**src/rtl/sync_fifo_stream_reader_pkg.sv**
```systemverilog
// Shared constants for the FIFO stream reader and its local buffer.
// Buffer depth is always read latency + 2: enough credit to cover the full read pipeline.
package sync_fifo_stream_reader_pkg;

   localparam int MAX_READ_LATENCY = 2;
   localparam int STATS_WIDTH      = 32;

   function automatic int buf_depth(input int latency);
      return latency + 2;
   endfunction

endpackage

```
**src/rtl/sync_fifo_stream_reader_if.sv**
```systemverilog
// FIFO read port plus outgoing valid/ready stream, bundled for the reader.
// master = the reader itself, slave = the FIFO/consumer side.
interface sync_fifo_stream_reader_if #(
   parameter int DATA_WIDTH = 8
);
   logic                  o_fifo_rd_en;
   logic [DATA_WIDTH-1:0] i_fifo_rd_data;
   logic                  i_fifo_empty;
   logic                  o_m_valid;
   logic                  i_m_ready;
   logic [DATA_WIDTH-1:0] o_m_data;

   modport master (
      output o_fifo_rd_en,
      input  i_fifo_rd_data,
      input  i_fifo_empty,
      output o_m_valid,
      input  i_m_ready,
      output o_m_data
   );

   modport slave (
      input  o_fifo_rd_en,
      output i_fifo_rd_data,
      output i_fifo_empty,
      input  o_m_valid,
      output i_m_ready,
      input  o_m_data
   );
endinterface

```
**src/rtl/sync_fifo_stream_reader_buf.sv**
```systemverilog
// Small circular skid buffer for returning FIFO reads: push at the pipeline tail,
// pop on stream acceptance, flush empties it in one edge. Head is a plain registered-array read.
module sync_fifo_stream_reader_buf
   import sync_fifo_stream_reader_pkg::*;
#(
   parameter  int DATA_WIDTH = 8,
   parameter  int DEPTH      = 3,
   localparam int PTR_W      = $clog2(DEPTH),
   localparam int OCC_W      = $clog2(DEPTH + 1)
) (
   input  logic                  clk,
   input  logic                  rst_n,
   input  logic                  flush,
   input  logic                  push,
   input  logic [DATA_WIDTH-1:0] push_data,
   input  logic                  pop,
   output logic [OCC_W-1:0]      occ,
   output logic [DATA_WIDTH-1:0] head_data
);

   logic [DATA_WIDTH-1:0] mem_q [DEPTH];
   logic [DATA_WIDTH-1:0] mem_d [DEPTH];
   logic [PTR_W-1:0]      wr_ptr_q, wr_ptr_d;
   logic [PTR_W-1:0]      rd_ptr_q, rd_ptr_d;
   logic [OCC_W-1:0]      occ_q, occ_d;
   logic                  do_push, do_pop;

   function automatic logic [PTR_W-1:0] ptr_inc(input logic [PTR_W-1:0] p);
      return (p == PTR_W'(DEPTH - 1)) ? '0 : p + PTR_W'(1);
   endfunction

   always_comb begin
      mem_d    = mem_q;
      wr_ptr_d = wr_ptr_q;
      rd_ptr_d = rd_ptr_q;
      occ_d    = occ_q;
      do_push  = push && !flush;
      do_pop   = pop && !flush && (occ_q != '0);

      if (flush) begin
         wr_ptr_d = '0;
         rd_ptr_d = '0;
         occ_d    = '0;
      end else begin
         if (do_push) begin
            mem_d[wr_ptr_q] = push_data;
            wr_ptr_d        = ptr_inc(wr_ptr_q);
         end
         if (do_pop) begin
            rd_ptr_d = ptr_inc(rd_ptr_q);
         end
         case ({do_push, do_pop})
            2'b10:   occ_d = occ_q + OCC_W'(1);
            2'b01:   occ_d = occ_q - OCC_W'(1);
            default: occ_d = occ_q;
         endcase
      end
   end

   always_ff @(posedge clk or negedge rst_n) begin
      if (!rst_n) begin
         for (int i = 0; i < DEPTH; i++) mem_q[i] <= '0;
         wr_ptr_q <= '0;
         rd_ptr_q <= '0;
         occ_q    <= '0;
      end else begin
         mem_q    <= mem_d;
         wr_ptr_q <= wr_ptr_d;
         rd_ptr_q <= rd_ptr_d;
         occ_q    <= occ_d;
      end
   end

   assign occ       = occ_q;
   assign head_data = mem_q[rd_ptr_q];

   // The reader's credit rule is what keeps this from ever firing.
   overflow_a: assert property (@(posedge clk) disable iff (!rst_n)
      !(push && !flush && !pop && (occ_q == OCC_W'(DEPTH))))
      else $error("stream reader buffer overflow");

endmodule

```
**src/rtl/sync_fifo_stream_reader.sv**
```systemverilog
// Read-side master for the synchronous FIFO: hides its 1- or 2-cycle read latency behind
// an in-flight tracker and a local buffer. Define SYNC_FIFO_STREAM_READER_STATS_EN for o_beat_count.
module sync_fifo_stream_reader
   import sync_fifo_stream_reader_pkg::*;
#(
   parameter int DATA_WIDTH   = 8,
   parameter int READ_LATENCY = 1
) (
   input  logic                           clk,
   input  logic                           rst_n,
   input  logic                           i_clr,
   sync_fifo_stream_reader_if.master      bus,
   output logic                           o_busy
`ifdef SYNC_FIFO_STREAM_READER_STATS_EN
   ,
   output logic [STATS_WIDTH-1:0]         o_beat_count
`endif
);

   localparam int BUF_DEPTH = buf_depth(READ_LATENCY);
   localparam int OCC_W     = $clog2(BUF_DEPTH + 1);
   localparam int CRD_W     = $clog2(BUF_DEPTH + MAX_READ_LATENCY + 1);

   logic [READ_LATENCY-1:0] inflight_q, inflight_d;
   logic [OCC_W-1:0]        occ;
   logic [CRD_W-1:0]        outstanding;
   logic [DATA_WIDTH-1:0]   head_data;
   logic                    rd_en, push, pop, m_valid;

   // Credit only looks at registered occupancy and pipeline, never at i_m_ready.
   // rst_n gates the enable so no read is requested while the FIFO is also held in reset.
   always_comb begin
      outstanding = CRD_W'(occ) + CRD_W'($countones(inflight_q));
      rd_en       = rst_n && !bus.i_fifo_empty && !i_clr &&
                    (outstanding < CRD_W'(BUF_DEPTH));
      inflight_d  = i_clr ? '0 : READ_LATENCY'({inflight_q, rd_en});
      push        = inflight_q[READ_LATENCY-1];
      pop         = m_valid && bus.i_m_ready;
   end

   always_ff @(posedge clk or negedge rst_n) begin
      if (!rst_n) inflight_q <= '0;
      else        inflight_q <= inflight_d;
   end

   sync_fifo_stream_reader_buf #(
      .DATA_WIDTH (DATA_WIDTH),
      .DEPTH      (BUF_DEPTH)
   ) u_buf (
      .clk       (clk),
      .rst_n     (rst_n),
      .flush     (i_clr),
      .push      (push),
      .push_data (bus.i_fifo_rd_data),
      .pop       (pop),
      .occ       (occ),
      .head_data (head_data)
   );

   assign m_valid          = (occ != '0);
   assign bus.o_fifo_rd_en = rd_en;
   assign bus.o_m_valid    = m_valid;
   assign bus.o_m_data     = head_data;
   assign o_busy           = m_valid || (inflight_q != '0);

`ifdef SYNC_FIFO_STREAM_READER_STATS_EN
   logic [STATS_WIDTH-1:0] beat_count_q, beat_count_d;

   always_comb begin
      beat_count_d = beat_count_q;
      if (i_clr)    beat_count_d = '0;
      else if (pop) beat_count_d = beat_count_q + STATS_WIDTH'(1);
   end

   always_ff @(posedge clk or negedge rst_n) begin
      if (!rst_n) beat_count_q <= '0;
      else        beat_count_q <= beat_count_d;
   end

   assign o_beat_count = beat_count_q;
`endif

endmodule

```
**src/flat_wrapper.sv**
```systemverilog
// flat-port wrapper written by rule: the top's interface ports become plain ports
module sync_fifo_stream_reader_flat import sync_fifo_stream_reader_pkg::*;
#(
   parameter int DATA_WIDTH   = 8,
   parameter int READ_LATENCY = 1
)
  (clk, rst_n, i_clr, o_busy, bus_o_fifo_rd_en, bus_i_fifo_rd_data, bus_i_fifo_empty, bus_o_m_valid, bus_i_m_ready, bus_o_m_data);
  sync_fifo_stream_reader_if #(.DATA_WIDTH(DATA_WIDTH)) bus_i ();
  input  logic clk;
  input  logic rst_n;
  input  logic i_clr;
  output logic o_busy;
  output wire logic [$bits(bus_i.o_fifo_rd_en)-1:0] bus_o_fifo_rd_en;
  input wire logic [$bits(bus_i.i_fifo_rd_data)-1:0] bus_i_fifo_rd_data;
  input wire logic [$bits(bus_i.i_fifo_empty)-1:0] bus_i_fifo_empty;
  output wire logic [$bits(bus_i.o_m_valid)-1:0] bus_o_m_valid;
  input wire logic [$bits(bus_i.i_m_ready)-1:0] bus_i_m_ready;
  output wire logic [$bits(bus_i.o_m_data)-1:0] bus_o_m_data;
  assign bus_o_fifo_rd_en = bus_i.o_fifo_rd_en;
  assign bus_i.i_fifo_rd_data = bus_i_fifo_rd_data;
  assign bus_i.i_fifo_empty = bus_i_fifo_empty;
  assign bus_o_m_valid = bus_i.o_m_valid;
  assign bus_i.i_m_ready = bus_i_m_ready;
  assign bus_o_m_data = bus_i.o_m_data;
  sync_fifo_stream_reader #(.DATA_WIDTH(DATA_WIDTH), .READ_LATENCY(READ_LATENCY)) u_core (.clk(clk), .rst_n(rst_n), .i_clr(i_clr), .bus(bus_i), .o_busy(o_busy));
endmodule
```
**config.mk**
```make
export PLATFORM = sky130hd
export DESIGN_NAME = sync_fifo_stream_reader_flat
export DESIGN_NICKNAME = d
export VERILOG_FILES = /design/src/rtl/sync_fifo_stream_reader_pkg.sv /design/src/rtl/sync_fifo_stream_reader_if.sv /design/src/rtl/sync_fifo_stream_reader_buf.sv /design/src/rtl/sync_fifo_stream_reader.sv /design/src/flat_wrapper.sv
export SDC_FILE = /design/constraint.sdc
export NUM_CORES = 1
export LEC_CHECK = 0
export CORE_AREA = 2 2 76 78
export DETAILED_ROUTE_END_ITERATION = 12
export DIE_AREA = 0 0 78 80
export SYNTH_ARGS = -nofsm -noshare
export SYNTH_HDL_FRONTEND = slang
export SYNTH_SLANG_ARGS = --single-unit
```
**constraint.sdc**
```tcl
create_clock -name clk -period 4.96 [get_ports clk]
set_input_delay 1.24 -clock clk [delete_from_list [all_inputs] [get_ports clk]]
set_output_delay 1.24 -clock clk [all_outputs]
set_load 0.01 [all_outputs]
```
==> impl_metrics.xml, run 1 <==
<?xml version="1.0" encoding="UTF-8"?>
<metrics>
  <group name="sta">
    <metric name="finalCritPeriodShare" unit="%">88.77</metric>
    <metric name="unrepaired_setup_endpoints_after_global_routing" unit="">false</metric>
    <metric name="worst-slew-pin-transition" unit="ns">0.7938</metric>
    <metric name="final_period_minus_worst_setup_slack" unit="ns">4.403</metric>
    <metric name="fmaxAchievable" unit="MHz">227.1</metric>
    <metric name="slew_headroom" unit="%">46.97</metric>
    <metric name="max_transition_viols_final" unit="">0</metric>
    <metric name="timing.clock.skew" unit="ns">0.004565</metric>
    <metric name="timing.setup.tns" unit="ns">0</metric>
    <metric name="hold_violations" unit="">0</metric>
    <metric name="final_setup_vio_count" unit="">0</metric>
  </group>
  <group name="die">
    <metric name="core_region_area" unit="um^2">5405</metric>
    <metric name="top_level_ports" unit="">24</metric>
    <metric name="initial_utilization" unit="%">27.31</metric>
    <metric name="die_area" unit="um^2">6240</metric>
    <metric name="die_height" unit="um">80</metric>
    <metric name="floorplan.rows" unit="">27</metric>
    <metric name="dieWidth" unit="um">78</metric>
  </group>
  <group name="grt">
    <metric name="grt_overflow" unit="">0</metric>
    <metric name="grt_util_all_layers" unit="%">10.53</metric>
    <metric name="grt_max_degree" unit="">32</metric>
    <metric name="antenna_found_initial" unit="">0</metric>
    <metric name="first_global_vias" unit="">1046</metric>
    <metric name="grt_pass1_wl" unit="mm">4.961</metric>
  </group>
  <group name="pwr">
    <metric name="max-vdd-ir-drop" unit="uV">170.3</metric>
    <metric name="power.density_cell_area" unit="nW/um^2">329.2</metric>
    <metric name="power.static_leakage" unit="uW">0.0007874</metric>
  </group>
  <group name="min_path">
    <metric name="worstHoldPathType" unit="">reg -&gt; reg</metric>
    <metric name="timing.hold.worst_endpoint" unit="">u_core.u_buf.mem_q[18]$_DFFE_PN0P_</metric>
    <metric name="min_path_cells" unit="">1</metric>
    <metric name="hold_path_startpoint" unit="">u_core.u_buf.mem_q[18]$_DFFE_PN0P_</metric>
  </group>
  <group name="synth">
    <metric name="postSynthRegisterBits" unit="">31</metric>
    <metric name="syn-cell-area" unit="um^2">1476</metric>
    <metric name="mappedNetlistNets" unit="">130</metric>
    <metric name="yosys.cell_types.count" unit="">20</metric>
    <metric name="synth_compound_gate_area_share" unit="%">5.339</metric>
    <metric name="yosys.area_share.xor_xnor" unit="%">0</metric>
    <metric name="netlist_instances" unit="">115</metric>
    <metric name="yosys.area_share.adder" unit="%">1.695</metric>
    <metric name="synth_seq_area_share" unit="%">52.54</metric>
    <metric name="muxShareOfSynthArea" unit="%">27.20</metric>
    <metric name="synth-warning-count" unit="">0</metric>
    <metric name="main_combinational_cell_family_by_area_after_synthesis" unit="">multiplexers</metric>
    <metric name="synthSimpleGateAreaFrac" unit="%">11.86</metric>
    <metric name="syn_area_per_cell" unit="um^2">12.84</metric>
  </group>
  <group name="clock_tree">
    <metric name="cts_tree" unit="">done</metric>
    <metric name="ctsRootBufferMaster" unit="">sky130_fd_sc_hd__clkbuf_8</metric>
    <metric name="clk_pin_slew" unit="ns">0.06</metric>
    <metric name="cts.repair_timing.setup_buffer_count" unit="">0</metric>
    <metric name="cts_hold_buf" unit="">0</metric>
    <metric name="clock_buffer_count_from_cts" unit="">5</metric>
    <metric name="cts_sinks" unit="">31</metric>
    <metric name="ctsLongestPathBuffers" unit="">2</metric>
    <metric name="h-tree-depth" unit="">2</metric>
    <metric name="clk_latency" unit="ns">0.28</metric>
    <metric name="post_cts.resized_instances" unit="">0</metric>
  </group>
  <group name="placed_design">
    <metric name="io_buffers" unit="">23</metric>
    <metric name="post-place-cells" unit="">207</metric>
    <metric name="hpwlAfterDp" unit="mm">2.119</metric>
    <metric name="place.gp.congestion" unit="">0.6990</metric>
  </group>
  <group name="drt">
    <metric name="residual_drc_count" unit="">0</metric>
    <metric name="vias" unit="">981</metric>
    <metric name="post_drt_wl_per_cell" unit="um">14.13</metric>
    <metric name="finalWirelength" unit="mm">3.023</metric>
    <metric name="vias_per_std_cell" unit="">4.584</metric>
    <metric name="final_antenna_net_count" unit="">0</metric>
    <metric name="detail_route.iter0.violations" unit="">24</metric>
    <metric name="detailedRoute.firstPassIterationCount" unit="">4</metric>
  </group>
  <group name="worst_setup_path">
    <metric name="crit-reg2reg-capture" unit="">u_core.inflight_q$_DFF_PN0_</metric>
    <metric name="cp-start-kind" unit="">primary input</metric>
    <metric name="critPathSlowestCell" unit="">sky130_fd_sc_hd__or4b_2</metric>
    <metric name="worst-endpoint-required" unit="ns">3.72</metric>
    <metric name="largest_driver_fanout_on_the_critical_path" unit="">8</metric>
    <metric name="worst-r2r-cell-count" unit="">4</metric>
    <metric name="r2r_start" unit="">u_core.inflight_q$_DFF_PN0_</metric>
    <metric name="critical_path_at" unit="ns">3.16</metric>
    <metric name="timing.reg2reg.setup_slack" unit="ns">3.19</metric>
    <metric name="critPathBufInv" unit="">2</metric>
    <metric name="cp_cell_sequence" unit="">clkdlybuf4s50_1, or4b_2, a21oi_1, clkdlybuf4s50_1</metric>
    <metric name="slowest_delay" unit="ns">0.72</metric>
    <metric name="critical_path.endpoint_type" unit="">output port</metric>
    <metric name="cpLargestDelayFamily" unit="">buffers and inverters</metric>
    <metric name="path_class" unit="">in -&gt; out</metric>
    <metric name="timing.critical_path.mode_cell" unit="">sky130_fd_sc_hd__clkdlybuf4s50_1</metric>
  </group>
  <group name="final_layout">
    <metric name="layout.cells.most_common_list" unit="">31 x sky130_fd_sc_hd__dfrtp_1, 25 x sky130_fd_sc_hd__mux2_2, 23 x sky130_fd_sc_hd__clkdlybuf4s50_1, 12 x sky130_fd_sc_hd__mux2i_1, 11 x sky130_fd_sc_hd__nand2_1</metric>
    <metric name="flow.area_growth_from_synthesis" unit="%">26.78</metric>
    <metric name="antenna_cells_inserted" unit="">0</metric>
    <metric name="most_common_cell_after_layout_fill_and_taps_aside" unit="">sky130_fd_sc_hd__dfrtp_1</metric>
    <metric name="layout_cells_sized_above_1" unit="%">28.17</metric>
    <metric name="fin_nets" unit="">157</metric>
    <metric name="stdcell_count" unit="">214</metric>
  </group>
  <group name="status">
    <metric name="status" unit="">finished clean</metric>
  </group>
  <group name="job">
    <metric name="max-cap-violations" unit="">0</metric>
  </group>
</metrics>
## layout make-up
cell class / count / area [um^2]
Fill cell: 539 / 3533
Clock inverter: 1 / 5.005
Clock buffer: 6 / 82.58
Multi-Input combinational cell: 80 / 680.7
Tap cell: 72 / 90.09
Timing Repair Buffer: 24 / 237.7
Sequential cell: 31 / 775.7
## metal layers
metal | up-vias | part of all wire, % | GRT usage (%)
met3 | 6 | 5.2 | 3.620
met2 | 18 | 51 | 19.22
met4 | 0 | 1.5 | 5.439
met5 | - | 0 | 0
met1 | 493 | 42 | 10.59
li1 | 464 | - | -
## worst max-delay path by stage
stage | start | endpoint | cells after the start | slack (ns)
2_1_floorplan | i_clr | bus_o_fifo_rd_en | 2 | 1.58
3_3_place_gp | i_clr | bus_o_fifo_rd_en | 4 | 0.57
3_5_place_dp | i_clr | bus_o_fifo_rd_en | 4 | 0.55
4_1_cts | i_clr | bus_o_fifo_rd_en | 4 | 0.55
5_1_grt | i_clr | bus_o_fifo_rd_en | 4 | 0.45
6_report | i_clr | bus_o_fifo_rd_en | 4 | 0.56
## worst reg2reg max path: stages (launching register included)
cell and delay, ns:
sky130_fd_sc_hd__dfrtp_1 0.50, sky130_fd_sc_hd__ha_1 0.25, sky130_fd_sc_hd__ha_1 0.17, sky130_fd_sc_hd__or4b_2 0.62, sky130_fd_sc_hd__a21oi_1 0.15
## through the flow
step | utilization [%] | area (um^2) | hold WS, ns | total power, uW | worst slack (ns)
after floorplan | - | 1476 | 0.4800 | 359.7 | 1.581
after global placement | 33.01 | 1784 | 0.4882 | 420.3 | 0.5673
after detailed placement | 33.01 | 1784 | 0.4957 | 425.4 | 0.5530
after CTS | 34.63 | 1872 | 0.5097 | 625.8 | 0.5513
after global routing | 34.63 | 1872 | 0.5137 | 648.0 | 0.4516
final | 34.63 | 1872 | 0.5064 | 616.1 | 0.5570
## power by group
| part | internal [uW] | switching, uW | leakage [uW] |
|---|---|---|---|
| sequential | 283 | 17.9 | 0.000411 |
| clock | 109 | 88.5 | 0.0000470 |
| combinational | 73.4 | 44.9 | 0.000330 |
## state kept, by name, summed over array words and instances (netlist names)
name                   flops
u_core.u_buf.rd_ptr_q      2
u_core.u_buf.wr_ptr_q      2
u_core.inflight_q          1
u_core.u_buf.mem_q        24
u_core.u_buf.occ           2
## synthesized netlist by cell type
| library cell | count | share of area, % |
|---|---|---|
| sky130_fd_sc_hd__nand2b_4 | 1 | 0.93 |
| sky130_fd_sc_hd__a21oi_1 | 4 | 1.4 |
| sky130_fd_sc_hd__or2_2 | 2 | 0.85 |
| sky130_fd_sc_hd__or3_1 | 2 | 0.85 |
| sky130_fd_sc_hd__nor2b_1 | 1 | 0.42 |
| sky130_fd_sc_hd__buf_2 | 1 | 0.34 |
| sky130_fd_sc_hd__nor2_1 | 4 | 1.0 |
| sky130_fd_sc_hd__mux2_2 | 25 | 19 |
| sky130_fd_sc_hd__mux2i_1 | 12 | 8.1 |
| sky130_fd_sc_hd__nand2_1 | 11 | 2.8 |
| sky130_fd_sc_hd__nor3b_4 | 2 | 2.5 |
| sky130_fd_sc_hd__buf_4 | 1 | 0.51 |
| sky130_fd_sc_hd__a2111oi_0 | 1 | 0.59 |
| sky130_fd_sc_hd__clkbuf_1 | 2 | 0.51 |
| sky130_fd_sc_hd__ha_1 | 2 | 1.7 |
| sky130_fd_sc_hd__and4b_1 | 1 | 0.68 |
| sky130_fd_sc_hd__o21ai_0 | 10 | 3.4 |
| sky130_fd_sc_hd__or4b_2 | 1 | 0.68 |
| sky130_fd_sc_hd__dfrtp_1 | 31 | 53 |
| sky130_fd_sc_hd__nor3_4 | 1 | 1.1 |
## cells by family (layout without fill, tap and decap cells)
family | count (synthesis) | count (layout)
AOI/OAI and AO/OA | 15 | 15
adders and majority gates | 2 | 2
buffers and inverters | 4 | 31
DFF | 31 | 31
muxes | 37 | 37
and+or+nand+nor | 26 | 26
Note: power is estimated with default switching activity, not from simulation.
==> inputs of run 2 (changes only) <==
CTS_CLUSTER_DIAMETER = 100   (was unset)
PLACE_DENSITY = 0.57   (was unset)
==> impl_metrics.xml, run 2 (synthesis gave the netlist of run 1 again) <==
<?xml version="1.0" encoding="UTF-8"?>
<metrics>
  <group name="grt">
    <metric name="grt_max_degree" unit="">32</metric>
    <metric name="grt_pass1_wl" unit="mm">4.974</metric>
    <metric name="grt_overflow" unit="">0</metric>
    <metric name="grt_util_all_layers" unit="%">10.58</metric>
    <metric name="antenna_found_initial" unit="">0</metric>
    <metric name="first_global_vias" unit="">1066</metric>
  </group>
  <group name="final_layout">
    <metric name="layout_cells_sized_above_1" unit="%">27.97</metric>
    <metric name="most_common_cell_after_layout_fill_and_taps_aside" unit="">sky130_fd_sc_hd__dfrtp_1</metric>
    <metric name="layout.cells.most_common_list" unit="">31 x sky130_fd_sc_hd__dfrtp_1, 25 x sky130_fd_sc_hd__mux2_2, 23 x sky130_fd_sc_hd__clkdlybuf4s50_1, 12 x sky130_fd_sc_hd__mux2i_1, 11 x sky130_fd_sc_hd__nand2_1</metric>
    <metric name="max_flop_register" unit="">u_core.u_buf.mem_q</metric>
    <metric name="antenna_cells_inserted" unit="">0</metric>
    <metric name="flow.area_growth_from_synthesis" unit="%">27.63</metric>
    <metric name="core_utilization_of_the_finished_layout" unit="%">34.86</metric>
    <metric name="largest_reg_flops" unit="">24</metric>
    <metric name="fin_nets" unit="">157</metric>
  </group>
  <group name="sta">
    <metric name="final.setup.worst_slack" unit="ns">0.5395</metric>
    <metric name="hold-worst-slack" unit="ns">0.5091</metric>
    <metric name="final_period_minus_worst_setup_slack" unit="ns">4.420</metric>
    <metric name="final_setup_vio_count" unit="">0</metric>
    <metric name="hold_violations" unit="">0</metric>
    <metric name="unrepaired_setup_endpoints_after_global_routing" unit="">false</metric>
    <metric name="finalCritPeriodShare" unit="%">89.12</metric>
    <metric name="timing.setup.tns" unit="ns">0</metric>
    <metric name="timing.clock.skew" unit="ns">0.001869</metric>
    <metric name="max_transition_viols_final" unit="">0</metric>
    <metric name="fmaxAchievable" unit="MHz">226.2</metric>
    <metric name="slew_headroom" unit="%">51.21</metric>
    <metric name="worst-slew-pin-transition" unit="ns">0.7303</metric>
  </group>
  <group name="drt">
    <metric name="vias_per_std_cell" unit="">4.623</metric>
    <metric name="post_drt_wl_per_cell" unit="um">14.19</metric>
    <metric name="final_antenna_net_count" unit="">0</metric>
    <metric name="vias" unit="">994</metric>
    <metric name="residual_drc_count" unit="">0</metric>
    <metric name="detail_route.iter0.violations" unit="">31</metric>
    <metric name="detailedRoute.firstPassIterationCount" unit="">4</metric>
    <metric name="finalWirelength" unit="mm">3.050</metric>
  </group>
  <group name="worst_setup_path">
    <metric name="path_class" unit="">in -&gt; out</metric>
    <metric name="worst-endpoint-required" unit="ns">3.72</metric>
    <metric name="largest_driver_fanout_on_the_critical_path" unit="">8</metric>
    <metric name="cpLargestDelayFamily" unit="">buffers and inverters</metric>
    <metric name="critical_path_at" unit="ns">3.18</metric>
    <metric name="critical_path.endpoint_type" unit="">output port</metric>
    <metric name="critPathBufInv" unit="">2</metric>
    <metric name="cp_cell_sequence" unit="">clkdlybuf4s50_1, or4b_2, a21oi_1, clkdlybuf4s50_1</metric>
    <metric name="critPathSlowestCell" unit="">sky130_fd_sc_hd__or4b_2</metric>
    <metric name="cp-start-kind" unit="">primary input</metric>
    <metric name="slowest_delay" unit="ns">0.72</metric>
    <metric name="timing.critical_path.mode_cell" unit="">sky130_fd_sc_hd__clkdlybuf4s50_1</metric>
  </group>
  <group name="die">
    <metric name="core_region_area" unit="um^2">5405</metric>
    <metric name="die_area" unit="um^2">6240</metric>
    <metric name="initial_utilization" unit="%">27.31</metric>
    <metric name="top_level_ports" unit="">24</metric>
    <metric name="dieWidth" unit="um">78</metric>
    <metric name="die_height" unit="um">80</metric>
    <metric name="floorplan.rows" unit="">27</metric>
  </group>
  <group name="status">
    <metric name="status" unit="">finished clean</metric>
  </group>
  <group name="pwr">
    <metric name="power.density_cell_area" unit="nW/um^2">337.1</metric>
    <metric name="swShare" unit="%">23.98</metric>
    <metric name="max-vdd-ir-drop" unit="uV">162.5</metric>
    <metric name="power_switching" unit="uW">152.3</metric>
    <metric name="p_int" unit="uW">482.8</metric>
    <metric name="power.share.sequential" unit="%">47.4</metric>
    <metric name="power.static_leakage" unit="uW">0.0007919</metric>
    <metric name="power.combinational.fraction" unit="%">18.8</metric>
    <metric name="power.clock.fraction" unit="%">33.8</metric>
  </group>
  <group name="clock_tree">
    <metric name="ctsRootBufferMaster" unit="">sky130_fd_sc_hd__clkbuf_8</metric>
    <metric name="clk_latency" unit="ns">0.27</metric>
    <metric name="cts.repair_timing.setup_buffer_count" unit="">0</metric>
    <metric name="clk_pin_slew" unit="ns">0.06</metric>
    <metric name="cts_sinks" unit="">31</metric>
    <metric name="post_cts.resized_instances" unit="">0</metric>
    <metric name="cts_tree" unit="">done</metric>
    <metric name="cts_hold_buf" unit="">0</metric>
    <metric name="clock_buffer_count_from_cts" unit="">5</metric>
    <metric name="ctsLongestPathBuffers" unit="">2</metric>
    <metric name="h-tree-depth" unit="">2</metric>
  </group>
  <group name="placed_design">
    <metric name="hpwlAfterDp" unit="mm">2.124</metric>
    <metric name="place.gp.congestion" unit="">0.6826</metric>
    <metric name="io_buffers" unit="">23</metric>
    <metric name="dpl_worst_slack" unit="ns">0.5251</metric>
  </group>
  <group name="job">
    <metric name="max-cap-violations" unit="">0</metric>
  </group>
  <group name="min_path">
    <metric name="worstHoldPathType" unit="">reg -&gt; reg</metric>
  </group>
</metrics>
## run 2: cell types whose count changed in the layout (fill, tap and decap cells not counted)
cell	previous run	this run
sky130_fd_sc_hd__clkinv_2	1	0
sky130_fd_sc_hd__clkbuf_8	6	7
sky130_fd_sc_hd__clkbuf_1	0	1
## run 2: layer usage
layer | wire length [um] | track usage (%) | up-vias
met1 | 1364 | 12.36 | 498
li1 | - | - | 469
met3 | 149 | 3.733 | 4
met4 | 34 | 4.737 | 0
met2 | 1501 | 17.50 | 23
met5 | 0 | 0 | -
## run 2: final timing paths
| kind | end | cells after the start | slack [ns] | from |
|---|---|---|---|---|
| worst max-delay path | bus_o_fifo_rd_en | 4 | 0.54 | i_clr |
| worst min-delay path | u_core.u_buf.mem_q[21]$_DFFE_PN0P_ | 1 | 0.51 | u_core.u_buf.mem_q[21]$_DFFE_PN0P_ |
| worst max register to register | u_core.inflight_q$_DFF_PN0_ | 4 | 3.22 | u_core.inflight_q$_DFF_PN0_ |
| worst min register to register | u_core.u_buf.mem_q[21]$_DFFE_PN0P_ | 1 | 0.51 | u_core.u_buf.mem_q[21]$_DFFE_PN0P_ |
| max in group asynchronous | u_core.u_buf.mem_q[2]$_DFFE_PN0P_ | 2 | 3.19 | rst_n |
| min in group asynchronous | u_core.u_buf.mem_q[14]$_DFFE_PN0P_ | 2 | 1.49 | rst_n |
## run 2: worst reg2reg max path: stages (launching register included)
cell                      delay [ns]
sky130_fd_sc_hd__dfrtp_1        0.50
sky130_fd_sc_hd__ha_1           0.24
sky130_fd_sc_hd__ha_1           0.18
sky130_fd_sc_hd__or4b_2         0.63
sky130_fd_sc_hd__a21oi_1        0.13
## run 2: layout make-up
class                           count  area (um^2)
Fill cell                         544         3521
Sequential cell                    31        775.7
Multi-Input combinational cell     80        680.7
Timing Repair Buffer               24        237.7
Clock buffer                        8        100.1
Tap cell                           72        90.09
## run 2: power by group through the flow
stage	combinational, uW	sequential (uW)	clock [uW]
floorplan	60.6	299	0
global placement	118	303	0
detailed placement	121	306	0
CTS	122	301	224
global route	129	305	237
finish	120	301	215
## run 2: stage by stage
| step | power (uW) | area [um^2] | std cells |
|---|---|---|---|
| 2_1_floorplan | 359.7 | 1476 | 115 |
| 3_3_place_gp | 421.2 | 1784 | 207 |
| 3_5_place_dp | 426.3 | 1784 | 207 |
| 4_1_cts | 646.1 | 1884 | 215 |
| 5_1_grt | 670.4 | 1884 | 215 |
| 6_report | 635.1 | 1884 | 215 |
==> inputs of run 3 (changes only) <==
DONT_BUFFER_PORTS = 1   (was unset)
PLACE_DENSITY = 0.52   (was 0.57)
==> impl_metrics.xml, run 3 (synthesis gave the netlist of run 1 again) <==
<?xml version="1.0" encoding="UTF-8"?>
<metrics>
  <group name="sta">
    <metric name="hold_violations" unit="">0</metric>
    <metric name="hold-worst-slack" unit="ns">0.5053</metric>
    <metric name="final_period_minus_worst_setup_slack" unit="ns">3.425</metric>
    <metric name="timing.setup.tns" unit="ns">0</metric>
    <metric name="timing.clock.skew" unit="ns">0.002114</metric>
    <metric name="finalCritPeriodShare" unit="%">69.05</metric>
    <metric name="slew_headroom" unit="%">54.23</metric>
    <metric name="worst-slew-pin-transition" unit="ns">0.6852</metric>
    <metric name="fmaxAchievable" unit="MHz">292.0</metric>
    <metric name="final_setup_vio_count" unit="">0</metric>
    <metric name="unrepaired_setup_endpoints_after_global_routing" unit="">false</metric>
    <metric name="max_transition_viols_final" unit="">0</metric>
  </group>
  <group name="final_layout">
    <metric name="largest_reg_flops" unit="">24</metric>
    <metric name="stdcell_count" unit="">191</metric>
    <metric name="max_flop_register" unit="">u_core.u_buf.mem_q</metric>
    <metric name="fin_nets" unit="">133</metric>
    <metric name="core_utilization_of_the_finished_layout" unit="%">30.79</metric>
    <metric name="antenna_cells_inserted" unit="">0</metric>
    <metric name="fillCellCount" unit="">558</metric>
    <metric name="multi_input_area" unit="um^2">680.7</metric>
    <metric name="layout.cell_area.non_filler" unit="um^2">1664</metric>
    <metric name="layout.cells.most_common_list" unit="">31 x sky130_fd_sc_hd__dfrtp_1, 25 x sky130_fd_sc_hd__mux2_2, 12 x sky130_fd_sc_hd__mux2i_1, 11 x sky130_fd_sc_hd__nand2_1, 10 x sky130_fd_sc_hd__o21ai_0</metric>
    <metric name="layout_cells_sized_above_1" unit="%">33.61</metric>
    <metric name="final-seq-area" unit="um^2">775.7</metric>
    <metric name="most_common_cell_after_layout_fill_and_taps_aside" unit="">sky130_fd_sc_hd__dfrtp_1</metric>
    <metric name="flow.area_growth_from_synthesis" unit="%">12.71</metric>
  </group>
  <group name="min_path">
    <metric name="worstHoldPathType" unit="">reg -&gt; reg</metric>
  </group>
  <group name="worst_setup_path">
    <metric name="worst-path-stages" unit="">2</metric>
    <metric name="critPathBufInv" unit="">0</metric>
    <metric name="worst-r2r-cell-count" unit="">4</metric>
    <metric name="cp-endpoint" unit="">bus_o_fifo_rd_en</metric>
    <metric name="timing.reg2reg.setup_slack" unit="ns">3.21</metric>
    <metric name="cp-start-kind" unit="">primary input</metric>
    <metric name="critical_path.startpoint" unit="">i_clr</metric>
    <metric name="critical_path_at" unit="ns">2.18</metric>
    <metric name="critical_path.endpoint_type" unit="">output port</metric>
    <metric name="critPathSlowestCell" unit="">sky130_fd_sc_hd__or4b_2</metric>
    <metric name="r2r_start" unit="">u_core.inflight_q$_DFF_PN0_</metric>
    <metric name="cpLargestDelayFamily" unit="">simple AND/OR/NAND/NOR gates</metric>
    <metric name="cp_cell_sequence" unit="">or4b_2, a21oi_1</metric>
    <metric name="slowest_delay" unit="ns">0.67</metric>
    <metric name="path_class" unit="">in -&gt; out</metric>
    <metric name="worst-endpoint-required" unit="ns">3.72</metric>
    <metric name="crit-reg2reg-capture" unit="">u_core.inflight_q$_DFF_PN0_</metric>
    <metric name="largest_driver_fanout_on_the_critical_path" unit="">8</metric>
  </group>
  <group name="die">
    <metric name="top_level_ports" unit="">24</metric>
    <metric name="floorplan.rows" unit="">27</metric>
    <metric name="initial_utilization" unit="%">27.31</metric>
    <metric name="die_height" unit="um">80</metric>
    <metric name="dieWidth" unit="um">78</metric>
    <metric name="core_region_area" unit="um^2">5405</metric>
    <metric name="die_area" unit="um^2">6240</metric>
  </group>
  <group name="drt">
    <metric name="detailedRoute.firstPassIterationCount" unit="">4</metric>
    <metric name="detail_route.iter0.violations" unit="">26</metric>
    <metric name="vias_per_std_cell" unit="">4.660</metric>
    <metric name="post_drt_wl_per_cell" unit="um">16.35</metric>
    <metric name="final_antenna_net_count" unit="">0</metric>
    <metric name="residual_drc_count" unit="">0</metric>
    <metric name="vias" unit="">890</metric>
    <metric name="finalWirelength" unit="mm">3.122</metric>
  </group>
  <group name="grt">
    <metric name="first_global_vias" unit="">1022</metric>
    <metric name="grt_max_degree" unit="">33</metric>
    <metric name="grt_util_all_layers" unit="%">11.30</metric>
    <metric name="antenna_found_initial" unit="">0</metric>
    <metric name="grt_pass1_wl" unit="mm">5.140</metric>
    <metric name="grt_overflow" unit="">0</metric>
  </group>
  <group name="clock_tree">
    <metric name="clk_pin_slew" unit="ns">0.06</metric>
    <metric name="ctsLongestPathBuffers" unit="">2</metric>
    <metric name="h-tree-depth" unit="">2</metric>
    <metric name="cts_sinks" unit="">31</metric>
    <metric name="ctsRootBufferMaster" unit="">sky130_fd_sc_hd__clkbuf_8</metric>
    <metric name="post_cts.resized_instances" unit="">0</metric>
    <metric name="clk_latency" unit="ns">0.28</metric>
    <metric name="cts.repair_timing.setup_buffer_count" unit="">0</metric>
    <metric name="clock_buffer_count_from_cts" unit="">5</metric>
    <metric name="cts_tree" unit="">done</metric>
    <metric name="cts_hold_buf" unit="">0</metric>
  </group>
  <group name="pwr">
    <metric name="max-vdd-ir-drop" unit="uV">151.5</metric>
    <metric name="p_int" unit="uW">479.8</metric>
    <metric name="power.density_cell_area" unit="nW/um^2">376.5</metric>
    <metric name="power.static_leakage" unit="uW">0.0007087</metric>
    <metric name="power.combinational.fraction" unit="%">10.8</metric>
    <metric name="power.clock.fraction" unit="%">41.2</metric>
    <metric name="power_switching" unit="uW">146.7</metric>
    <metric name="swShare" unit="%">23.41</metric>
    <metric name="power.share.sequential" unit="%">48.0</metric>
  </group>
  <group name="placed_design">
    <metric name="post-place-cells" unit="">183</metric>
    <metric name="place.gp.congestion" unit="">0.6919</metric>
    <metric name="hpwlAfterDp" unit="mm">2.134</metric>
    <metric name="io_buffers" unit="">0</metric>
    <metric name="placedInstanceArea" unit="um^2">1546</metric>
  </group>
  <group name="status">
    <metric name="status" unit="">finished clean</metric>
  </group>
  <group name="job">
    <metric name="max-cap-violations" unit="">0</metric>
  </group>
</metrics>
run 3: cell types whose count changed in the layout (fill, tap and decap cells not counted):
cell	before	now
sky130_fd_sc_hd__buf_4	1	0
sky130_fd_sc_hd__bufinv_16	0	1
sky130_fd_sc_hd__clkbuf_1	1	0
sky130_fd_sc_hd__clkbuf_8	7	6
sky130_fd_sc_hd__clkdlybuf4s50_1	23	0
sky130_fd_sc_hd__clkinv_2	0	1
run 3: power groups by stage:
| stage | Sequential, uW | Combinational, uW | Clock (uW) |
|---|---|---|---|
| 6_report | 301 | 67.8 | 258 |
| 5_1_grt | 305 | 75.9 | 282 |
| 4_1_cts | 301 | 69.9 | 265 |
| 3_5_place_dp | 305 | 69.7 | 0 |
| 3_3_place_gp | 303 | 66.6 | 0 |
| 2_1_floorplan | 299 | 60.6 | 0 |
run 3: worst reg2reg max path, cell delays in order, from the launching register on:
cell and delay (ns):
sky130_fd_sc_hd__dfrtp_1 0.50, sky130_fd_sc_hd__ha_1 0.25, sky130_fd_sc_hd__ha_1 0.17, sky130_fd_sc_hd__or4b_2 0.62, sky130_fd_sc_hd__a21oi_1 0.14
run 3: routing by layer:
layer / up-vias / part of all wire (%) / track usage (%)
met2: 29 / 48 / 19.22
met3: 5 / 8.3 / 5.430
li1: 416 / - / -
met1: 440 / 43 / 12.19
met5: - / 0 / 0
met4: 0 / 1.3 / 4.211
run 3: worst min path at each step:
stage	start	endpoint	slack (ns)	depth (start not counted)
floorplan	u_core.u_buf.mem_q[16]$_DFFE_PN0P_	u_core.u_buf.mem_q[16]$_DFFE_PN0P_	0.48	1
global placement	u_core.u_buf.mem_q[9]$_DFFE_PN0P_	u_core.u_buf.mem_q[9]$_DFFE_PN0P_	0.49	1
detailed placement	u_core.u_buf.mem_q[18]$_DFFE_PN0P_	u_core.u_buf.mem_q[18]$_DFFE_PN0P_	0.50	1
CTS	u_core.u_buf.mem_q[18]$_DFFE_PN0P_	u_core.u_buf.mem_q[18]$_DFFE_PN0P_	0.51	1
global route	u_core.u_buf.mem_q[19]$_DFFE_PN0P_	u_core.u_buf.mem_q[19]$_DFFE_PN0P_	0.53	1
finish	u_core.u_buf.mem_q[22]$_DFFE_PN0P_	u_core.u_buf.mem_q[22]$_DFFE_PN0P_	0.51	1
run 3: cell type report:
cell class                 instances  area share, %
tap                               72          5.414
clock inverter                     2          2.105
sequential                        31          46.62
multi-input combinational         80          40.90
clock buffer                       6          4.962
run 3: through the flow:
stage	total power (uW)	setup slack (ns)
global route	662.5	1.507
floorplan	359.7	1.581
detailed placement	375.2	1.539
finish	626.5	1.535
CTS	636.2	1.539
global placement	369.8	1.549
